**src/rtl/mem_access_pkg.sv**
```systemverilog
// Shared types and constants for the data-memory access unit.
//   SIZE_* : request size codes (byte, half, word, reserved)
//   state_t: access FSM states
//   req_t  : latched request payload
package mem_access_pkg;

  localparam int unsigned MEM_BYTES_DEF = 2048;
  localparam int unsigned DATA_W        = 32;

  localparam logic [1:0] SIZE_B   = 2'b00;
  localparam logic [1:0] SIZE_H   = 2'b01;
  localparam logic [1:0] SIZE_W   = 2'b10;
  localparam logic [1:0] SIZE_RSV = 2'b11;

  typedef enum logic [2:0] {
    IDLE,
    LOAD,
    RMW_RD,
    WRITE,
    RESP
  } state_t;

  // Only the lane bits of the address are kept; the word address lives in the mem_addr register.
  typedef struct packed {
    logic              wr;
    logic [1:0]        size;
    logic              sgn;
    logic [1:0]        lane;
    logic [DATA_W-1:0] wdata;
  } req_t;

endpackage

```
**src/rtl/mem_lane_align.sv**
```systemverilog
// Combinational byte/half lane handling for the memory access unit.
//   i_rdata   : word read from memory
//   i_wdata   : right-aligned store data
//   i_lane    : byte address bits [1:0]
//   i_size    : access size code
//   i_signed  : sign-extend sub-word loads
//   o_load_c  : extracted and extended load value
//   o_merge_c : i_rdata with the addressed lane replaced by i_wdata
module mem_lane_align
  import mem_access_pkg::*;
(
  input  logic [DATA_W-1:0] i_rdata,
  input  logic [DATA_W-1:0] i_wdata,
  input  logic [1:0]        i_lane,
  input  logic [1:0]        i_size,
  input  logic              i_signed,
  output logic [DATA_W-1:0] o_load_c,
  output logic [DATA_W-1:0] o_merge_c
);

  logic [7:0]  w_byte;
  logic [15:0] w_half;
  logic [4:0]  w_shift;

  assign w_shift = {i_lane, 3'b000};
  assign w_byte  = i_rdata[w_shift +: 8];
  assign w_half  = i_lane[1] ? i_rdata[31:16] : i_rdata[15:0];

  // Load extraction with sign/zero extension from the lane's top bit.
  always_comb begin
    o_load_c = i_rdata;
    case (i_size)
      SIZE_B:  o_load_c = {{24{i_signed & w_byte[7]}}, w_byte};
      SIZE_H:  o_load_c = {{16{i_signed & w_half[15]}}, w_half};
      default: o_load_c = i_rdata;
    endcase
  end

  // Store merge: addressed lane from store data, other lanes preserved.
  always_comb begin
    o_merge_c = i_rdata;
    case (i_size)
      SIZE_B: o_merge_c[w_shift +: 8] = i_wdata[7:0];
      SIZE_H: begin
        if (i_lane[1]) o_merge_c[31:16] = i_wdata[15:0];
        else           o_merge_c[15:0]  = i_wdata[15:0];
      end
      SIZE_W:  o_merge_c = i_wdata;
      default: o_merge_c = i_rdata;
    endcase
  end

endmodule

```
**src/rtl/mem_access_unit.sv**
```systemverilog
// Initiator side of the data-memory port: one load/store per accept, single-cycle response.
//   clk, reset           : clock, async active-high reset
//   i_req_*/o_req_ready  : request from MEM stage (accept = valid & ready)
//   o_resp_*             : one-cycle response pulse with error flag and load data
//   o_mem_*/i_mem_rdata  : word-addressed data memory, combinational read, posedge write
module mem_access_unit
  import mem_access_pkg::*;
#(
  parameter int unsigned MEM_BYTES = MEM_BYTES_DEF,
  parameter int unsigned ADDR_W    = 32
) (
  input  logic              clk,
  input  logic              reset,
  input  logic              i_req_valid,
  output logic              o_req_ready,
  input  logic              i_req_wr,
  input  logic [1:0]        i_req_size,
  input  logic              i_req_signed,
  input  logic [ADDR_W-1:0] i_req_addr,
  input  logic [DATA_W-1:0] i_req_wdata,
  output logic              o_resp_valid,
  output logic              o_resp_err,
  output logic [DATA_W-1:0] o_resp_rdata,
  output logic [ADDR_W-1:0] o_mem_addr,
  output logic              o_mem_rd,
  output logic              o_mem_wr,
  output logic [DATA_W-1:0] o_mem_wdata,
  input  logic [DATA_W-1:0] i_mem_rdata
);

  state_t            r_state, w_nxt_state;
  req_t              r_req, w_nxt_req;
  logic              w_nxt_ready, w_nxt_resp_valid, w_nxt_resp_err;
  logic [DATA_W-1:0] w_nxt_resp_rdata, w_nxt_mem_wdata;
  logic [ADDR_W-1:0] w_nxt_mem_addr, w_word_addr;
  logic              w_nxt_mem_rd, w_nxt_mem_wr;
  logic              w_accept, w_err;
  logic [DATA_W-1:0] w_load_val, w_merge_val;

  assign w_accept    = i_req_valid & o_req_ready;
  assign w_word_addr = {i_req_addr[ADDR_W-1:2], 2'b00};

  // Request-time error classification; a failing request never touches memory.
  assign w_err = (i_req_size == SIZE_RSV)
               | ((i_req_size == SIZE_H) & i_req_addr[0])
               | ((i_req_size == SIZE_W) & (i_req_addr[1:0] != 2'b00))
               | (i_req_addr >= ADDR_W'(MEM_BYTES));

  mem_lane_align u_align (
    .i_rdata   (i_mem_rdata),
    .i_wdata   (r_req.wdata),
    .i_lane    (r_req.lane),
    .i_size    (r_req.size),
    .i_signed  (r_req.sgn),
    .o_load_c  (w_load_val),
    .o_merge_c (w_merge_val)
  );

  // Next state plus next values of every registered output.
  always_comb begin
    w_nxt_state      = r_state;
    w_nxt_req        = r_req;
    w_nxt_ready      = 1'b0;
    w_nxt_resp_valid = 1'b0;
    w_nxt_resp_err   = 1'b0;
    w_nxt_resp_rdata = '0;
    w_nxt_mem_addr   = '0;
    w_nxt_mem_rd     = 1'b0;
    w_nxt_mem_wr     = 1'b0;
    w_nxt_mem_wdata  = '0;
    case (r_state)
      IDLE: begin
        if (w_accept) begin
          w_nxt_req.wr    = i_req_wr;
          w_nxt_req.size  = i_req_size;
          w_nxt_req.sgn   = i_req_signed;
          w_nxt_req.lane  = i_req_addr[1:0];
          w_nxt_req.wdata = i_req_wdata;
          if (w_err) begin
            w_nxt_state      = RESP;
            w_nxt_resp_valid = 1'b1;
            w_nxt_resp_err   = 1'b1;
          end else if (!i_req_wr) begin
            w_nxt_state    = LOAD;
            w_nxt_mem_addr = w_word_addr;
            w_nxt_mem_rd   = 1'b1;
          end else if (i_req_size == SIZE_W) begin
            w_nxt_state     = WRITE;
            w_nxt_mem_addr  = w_word_addr;
            w_nxt_mem_wr    = 1'b1;
            w_nxt_mem_wdata = i_req_wdata;
          end else begin
            w_nxt_state    = RMW_RD;
            w_nxt_mem_addr = w_word_addr;
            w_nxt_mem_rd   = 1'b1;
          end
        end else begin
          w_nxt_ready = 1'b1;
        end
      end
      LOAD: begin
        w_nxt_state      = RESP;
        w_nxt_resp_valid = 1'b1;
        w_nxt_resp_rdata = w_load_val;
      end
      RMW_RD: begin
        w_nxt_state     = WRITE;
        w_nxt_mem_addr  = o_mem_addr;
        w_nxt_mem_wr    = 1'b1;
        w_nxt_mem_wdata = w_merge_val;
      end
      WRITE: begin
        w_nxt_state      = RESP;
        w_nxt_resp_valid = 1'b1;
      end
      RESP: begin
        w_nxt_state = IDLE;
        w_nxt_ready = 1'b1;
      end
      default: begin
        w_nxt_state = IDLE;
        w_nxt_ready = 1'b1;
      end
    endcase
  end

  // State, request latch and output registers; reset aborts any access in flight.
  always_ff @(posedge clk or posedge reset) begin
    if (reset) begin
      r_state      <= IDLE;
      r_req        <= '0;
      o_req_ready  <= 1'b1;
      o_resp_valid <= 1'b0;
      o_resp_err   <= 1'b0;
      o_resp_rdata <= '0;
      o_mem_addr   <= '0;
      o_mem_rd     <= 1'b0;
      o_mem_wr     <= 1'b0;
      o_mem_wdata  <= '0;
    end else begin
      r_state      <= w_nxt_state;
      r_req        <= w_nxt_req;
      o_req_ready  <= w_nxt_ready;
      o_resp_valid <= w_nxt_resp_valid;
      o_resp_err   <= w_nxt_resp_err;
      o_resp_rdata <= w_nxt_resp_rdata;
      o_mem_addr   <= w_nxt_mem_addr;
      o_mem_rd     <= w_nxt_mem_rd;
      o_mem_wr     <= w_nxt_mem_wr;
      o_mem_wdata  <= w_nxt_mem_wdata;
    end
  end

endmodule

```
**config.mk**
```make
export PLATFORM = sky130hd
export DESIGN_NAME = mem_access_unit
export DESIGN_NICKNAME = d
export VERILOG_FILES = /design/src/rtl/mem_access_pkg.sv /design/src/rtl/mem_lane_align.sv /design/src/rtl/mem_access_unit.sv
export SDC_FILE = /design/constraint.sdc
export NUM_CORES = 1
export LEC_CHECK = 0
export CAP_MARGIN = 20
export CORE_MARGIN = 1.5
export CORE_UTILIZATION = 39
export CTS_CLUSTER_DIAMETER = 30
export CTS_CLUSTER_SIZE = 40
export DETAILED_ROUTE_END_ITERATION = 8
export PLACE_DENSITY = 0.71
export SLEW_MARGIN = 15
export SYNTH_ARGS = -nofsm -noshare
export SYNTH_HDL_FRONTEND = slang
export SYNTH_HIERARCHICAL = 1
export SYNTH_SLANG_ARGS = --single-unit
```
**constraint.sdc**
```tcl
create_clock -name clk -period 4.42 [get_ports clk]
set_input_delay 0.884 -clock clk [delete_from_list [all_inputs] [get_ports clk]]
set_output_delay 0.884 -clock clk [all_outputs]
set_load 0.1 [all_outputs]
```
==> out/metrics.cfg, run 1 <==
[flow_run]
maxCapViolations = 0

[worst_setup_path]
cpLargestDelayFamily = buffers and inverters
rrSetupSlack_ns = 1.74
cp_data_required_time_ns = 3.54
cp_cell_sequence = clkdlybuf4s50_1
cp_slowest_stage_delay_ns = 1.13
crit_type = reg2out
endpoint_kind = output pin
cpMaxStageDelayCell = clkdlybuf4s50_1
critPathMaxFanout = 2
crit_buf_inv = 1
startpoint_type = flip-flop
cp_data_arrival_time_ns = 2.07

[clock_tree]
clock_path_buffers = 2
cts_setup_buffers = 0
clk_pin_slew_worst_paths_ns = 0.05
cts.repair.resized = 0
root_buffer = clkbuf_16
h-tree-depth = 4
cts_tree = built
insertion_delay_ns = 0.41
cts_num_sinks = 139
cts_made_buffers = 17
ctsHoldBuffers = 0

[yosys]
ys_seq_elements = 139
synthArstFlopShare_pct = 100
synth_top_family_by_area = compound AO/OA/AOI/OAI gates
synth_edf_count = 0
synth_top_area_cell = dfrtp_1
synth.distinct_cells = 57
syn_avg_cell_area_um2 = 10.4
netlist_top_cells_area = dfrtp_1, nand2_1, a22o_1
synth_warnings = 6
muxShareOfSynthArea_pct = 4.44
ys.flop_type = dfrtp_1
netlist_instances = 666
synthSimpleGateAreaFrac_pct = 18.1
synth_compound_area_share_pct = 21.1
synth-xor-area-share_pct = 0
yosysTopAreaCellShare_pct = 50.0
syn_area_um2 = 6900
ys_seq_area_share_pct = 50.4
synth_fa_ha_area_share_pct = 0.906

[layout]
area_growth_syn_to_layout_pct = 38.7
final_cell_area_um2 = 9570
n_fill_cell = 1544
n_antenna_cell = 0
drive_gt1_share_pct = 7.47
nets = 954

[sta]
finClkSkew_ns = 0.00543
report.final.hold_viol_count = 0
relSlewSlack_pct = 30.9
rsz0062_at_grt = no
fin_crit_ns = 2.95
setup_viol = 0
fin_crit_sh_pct = 66.8
slew_viol_final = 0
worstMarginPinSlew_ns = 1.03
fmax_ghz = 0.338
timing.setup.tns_ns = 0

[pwr]
power_frac_comb_pct = 25.8
p_leak_nw = 4.37
pwr-share-clk_pct = 35.6
cellPowerDensity_nw_per_um2 = 397
power.internal_mw = 2.62
seqPwrFrac_pct = 38.6
peakVddDrop_mv = 0.321
swShare_pct = 31.0
p_sw_mw = 1.18

[detailed_routing]
num_vias = 6020
drtIter0Drc = 488
drc = 0
via_per_inst = 5.56
drtPass1Iterations = 5
post_drt_wl_per_cell_um = 19.4
ant_nets = 0
drt_wl_total_mm = 21.0

[status]
status = finished, final reports clean

[die]
core_area_um2 = 17300
io_pins = 204
start_util_pct = 39.9
die_y_um = 136
die_x_um = 136
die-area_um2 = 18500
rows = 48

[global_route]
grt_first_pass_wirelength_mm = 32.3
antenna_found_initial = 0
grt_overflow = 0
grt_usage_pct = 23.1
grt_max_degree = 53
grt_pass1_vias = 5727

[place]
dpl_cell_area_um2 = 9010
gp_congestion = 0.856
port_buffers = 201
dpl.hpwl_mm = 15.1

[min_path]
hold_path.class = reg2reg

==> cell usage after synthesis (3+ instances only) <==
cell	n
buf_6	9
a22o_1	48
buf_2	18
dfrtp_1	138
a32o_1	8
inv_1	6
o2bb2ai_1	7
nor2_1	24
and3_1	27
ha_1	5
nor4_1	4
nand3_1	4
o221ai_1	12
nand2_1	131
clkbuf_1	22
nor2b_1	6
a221o_1	32
nor3_1	4
mux2i_1	28
buf_4	6
and2_1	34
a211oi_1	4
a21oi_1	35
nor3_2	3
o21ai_0	4
a22oi_1	9
==> per-layer routing <==
metal  vias up  global-route usage (%)  wire length, µm  part of all wire, %
li1       2783                       -                -                    -
met1      2939                    31.7             8950                   43
met2       259                    36.4            10200                   49
met3        39                    3.95             1320                  6.3
met4         0                    8.87              478                  2.3
met5         -                       0                0                    0
==> flip-flops by register name, indices dropped and copies added, names as in the netlist <==
| register | count |
|---|---|
| o_mem_wdata | 32 |
| o_mem_addr | 30 |
| o_mem_wr | 1 |
| r_req | 37 |
| r_state | 3 |
| o_resp_err | 1 |
| o_req_ready | 1 |
| o_resp_rdata | 32 |
| o_resp_valid | 1 |
| o_mem_rd | 1 |
==> power by group through the flow <==
stage / sequential, mW / clock [mW] / combinational [mW]
floorplan: 1.44 / 0 / 0.709
finish: 1.47 / 1.35 / 0.982
global placement: 1.48 / 0 / 0.952
global route: 1.48 / 1.43 / 1.06
CTS: 1.46 / 1.37 / 0.969
detailed placement: 1.48 / 0 / 0.961
==> path summary, 6_finish.rpt <==
| path | startpoint | to | cells past startpoint |
|---|---|---|---|
| worst max-delay path | o_req_ready$_DFF_PP1_ | o_req_ready | 1 |
| worst min-delay path | r_req[26]$_DFFE_PP0P_ | r_req[26]$_DFFE_PP0P_ | 2 |
| worst max register to register | r_req[33]$_DFFE_PP0P_ | o_mem_wdata[1]$_DFF_PP0_ | 6 |
| worst min register to register | r_req[26]$_DFFE_PP0P_ | r_req[26]$_DFFE_PP0P_ | 2 |
| max in group asynchronous | reset | o_resp_rdata[10]$_DFF_PP0_ | 3 |
| min in group asynchronous | reset | o_mem_addr[23]$_DFFE_PP0N_ | 2 |
==> layout make-up <==
class                   count  area, µm²  area share (%)
clock buffers              22        464            4.85
inverters                   7       30.0           0.314
multi-input cells         466       3090            32.3
flip-flops and latches    139       3480            36.4
well taps                 225        282            2.94
repair buffers            215       2130            22.2
clock inverters             8       93.8           0.980
==> logic make-up (layout without fill, tap and decap cells) <==
family	after synthesis	count (layout)
AOI/OAI and AO/OA	176	176
and+or+nand+nor	253	253
muxes	30	30
adders and majority gates	5	5
other	1	2
buffers and inverters	62	252
DFF	139	139
==> layout by cell type (no fill, tap or decap), types with 3 or more instances in the layout <==
cell type / instances
clkdlybuf4s50_1: 201
dfrtp_1: 137
nand2_1: 131
a22o_1: 48
a21oi_1: 35
and2_1: 34
a221o_1: 32
mux2i_1: 28
and3_1: 27
nor2_1: 24
clkbuf_16: 17
buf_4: 13
o221ai_1: 12
a22oi_1: 9
a32o_1: 8
o2bb2ai_1: 7
clkinv_2: 5
inv_1: 5
nor2b_1: 5
ha_1: 5
a211oi_1: 4
nor3_1: 4
nor4_1: 4
o21ai_0: 4
nand3_1: 4
nor3_2: 3
clkbuf_1: 3
==> per-stage QoR <==
stage                     worst slack (ns)  hold WS, ns  std cells  power (mW)  utilization, %
after floorplan                       1.80        0.438        667        2.15               -
after global placement                1.40        0.454       1052        2.43            52.1
after detailed placement              1.32        0.463       1052        2.44            52.1
after CTS                             1.44        0.476       1082        3.80            55.3
after global routing                  1.43        0.498       1082        3.97            55.3
final                                 1.47        0.468       1082        3.80            55.3
Power figures use the tool's default switching activity.
==> inputs of run 2 (changes only) <==
- PLACE_DENSITY: 0.71 -> 0.68
- clock period: 4.42 -> 3 ns (I/O delays scaled with it)
==> run 2 against run 1 <==
  * Utilization is 0.46 points lower
  * Register-to-register slack worse by 1.1 ns
  * Flip-flop and latch count stayed put
  * Clock skew is 0.00077 ns higher
  * Clock-buffer cell count is 3 lower
  * First-iteration DRC count is 0.41% higher
==> out/metrics.cfg, run 2 (synthesis gave the netlist of run 1 again) <==
[detailed_routing]
drt_wl_total_mm = 21.7
drtPass1Iterations = 7
post_drt_wl_per_cell_um = 19.9
drtIter0Drc = 490
num_vias = 6151
via_per_inst = 5.63
ant_nets = 0
drc = 0

[place]
dpl_cell_area_um2 = 8860
port_buffers = 201
pre_cts_ws_ns = 0.473
gp_congestion = 0.859
dpl.hpwl_mm = 15.6

[pwr]
swShare_pct = 31.4
p_sw_mw = 1.84
p_leak_nw = 4.64
seqPwrFrac_pct = 36.5
power_frac_comb_pct = 25.6
pwr-share-clk_pct = 37.9
cellPowerDensity_nw_per_um2 = 619
power.internal_mw = 4.03
peakVddDrop_mv = 0.441

[layout]
layout_common_cells = dfrtp_1, nand2_1, buf_4
drive_gt1_share_pct = 20.0
regMostFlops = r_req
area_growth_syn_to_layout_pct = 37.5
mostFrequentLayoutCell = dfrtp_1
final_cell_area_um2 = 9490
n_antenna_cell = 0
nets = 963
reg_top3 = r_req: 37 flops, o_mem_wdata: 32 flops, o_resp_rdata: 32 flops
largest_reg_flops = 37
utilization_pct = 54.9

[die]
core_area_um2 = 17300
die_y_um = 136
rows = 48
start_util_pct = 39.9
die-area_um2 = 18500
die_x_um = 136
io_pins = 204

[worst_setup_path]
cp_cell_sequence = inv_1, o21ai_1, a221o_1, and2_1
startpoint_type = flip-flop
cp_data_arrival_time_ns = 2.66
critPathMaxFanout = 21
crit_type = reg2reg
endpoint_kind = flip-flop
cp_slowest_stage_delay_ns = 0.74
cp_data_required_time_ns = 3.31
cpMaxStageDelayCell = inv_1

[sta]
fin_crit_sh_pct = 78.3
timing.setup.tns_ns = 0
finClkSkew_ns = 0.00619
slew_viol_final = 0
report.final.hold_viol_count = 0
fmax_ghz = 0.426
relSlewSlack_pct = 42.4
fin_crit_ns = 2.35
worstMarginPinSlew_ns = 0.863
rsz0062_at_grt = no
setup_viol = 0
layout_setup_ws_ns = 0.652

[clock_tree]
ctsHoldBuffers = 0
cts_setup_buffers = 0
clock_path_buffers = 2
h-tree-depth = 4
cts_tree = built
root_buffer = clkbuf_16
cts.repair.resized = 0
insertion_delay_ns = 0.43
cts_num_sinks = 139
cts_made_buffers = 17
clk_pin_slew_worst_paths_ns = 0.06

[global_route]
grt_pass1_vias = 5951
antenna_found_initial = 0
grt_first_pass_wirelength_mm = 33.1
grt_max_degree = 41
grt_usage_pct = 23.7
grt_overflow = 0

[status]
status = finished, final reports clean

[min_path]
hold_path.class = reg2reg

[flow_run]
maxCapViolations = 0

run 2: cell count changes in the layout (fill, tap and decap cells not counted), sizes merged:
cell           before  now
buf                14  122
clkinv              6    5
inv                 6    7
bufinv              2    4
clkdlybuf4s50     201  102
clkinvlp            1    4
clkbuf             22   19
run 2: power by group through the flow:
stage                     clock (mW)  sequential, mW  combinational (mW)
after floorplan                    0            2.12                1.04
after detailed placement           0            2.17                1.47
after CTS                       2.25            2.14                1.48
after global routing            2.34            2.16                1.63
final                           2.23            2.14                1.51
after global placement             0            2.16                1.44
run 2: metrics by stage:
step	instances	total power [mW]	hold slack, ns
global placement	1060	3.61	0.457
detailed placement	1060	3.64	0.463
finish	1093	5.87	0.478
global route	1093	6.12	0.493
floorplan	667	3.17	0.438
CTS	1092	5.86	0.477
run 2: final cells by class:
type                       count  area (µm²)
fill                        1534        7800
multi-input combinational    466        3090
sequential                   139        3480
inverter                       7        30.0
timing repair buffer         224        1990
tap                          225         282
clock buffer                  19         433
clock inverter                13         191
run 2: worst max-delay path: cells and delay by family (launching register included):
family / cells / cell delay, ns
compound gates: 2 / 0.77
buf+inv: 1 / 0.74
flops: 1 / 0.58
simple gates: 1 / 0.14
run 2: worst paths after layout:
| path | startpoint | cells past startpoint | slack [ns] | endpoint |
|---|---|---|---|---|
| worst max-delay path | r_req[36]$_DFFE_PP0P_ | 4 | 0.65 | o_resp_rdata[5]$_DFF_PP0_ |
| worst min-delay path | r_req[16]$_DFFE_PP0P_ | 2 | 0.48 | r_req[16]$_DFFE_PP0P_ |
| worst max register to register | r_req[36]$_DFFE_PP0P_ | 4 | 0.65 | o_resp_rdata[5]$_DFF_PP0_ |
| worst min register to register | r_req[16]$_DFFE_PP0P_ | 2 | 0.48 | r_req[16]$_DFFE_PP0P_ |
| max in group asynchronous | reset | 3 | 1.59 | o_req_ready$_DFF_PP1_ |
| min in group asynchronous | reset | 2 | 0.70 | o_mem_wdata[8]$_DFF_PP0_ |
run 2: layer usage:
metal	GRT usage, %	share of wire [%]
met5	0	0
met4	8.57	2.0
met3	4.21	6.1
met2	39.0	50
met1	31.3	42
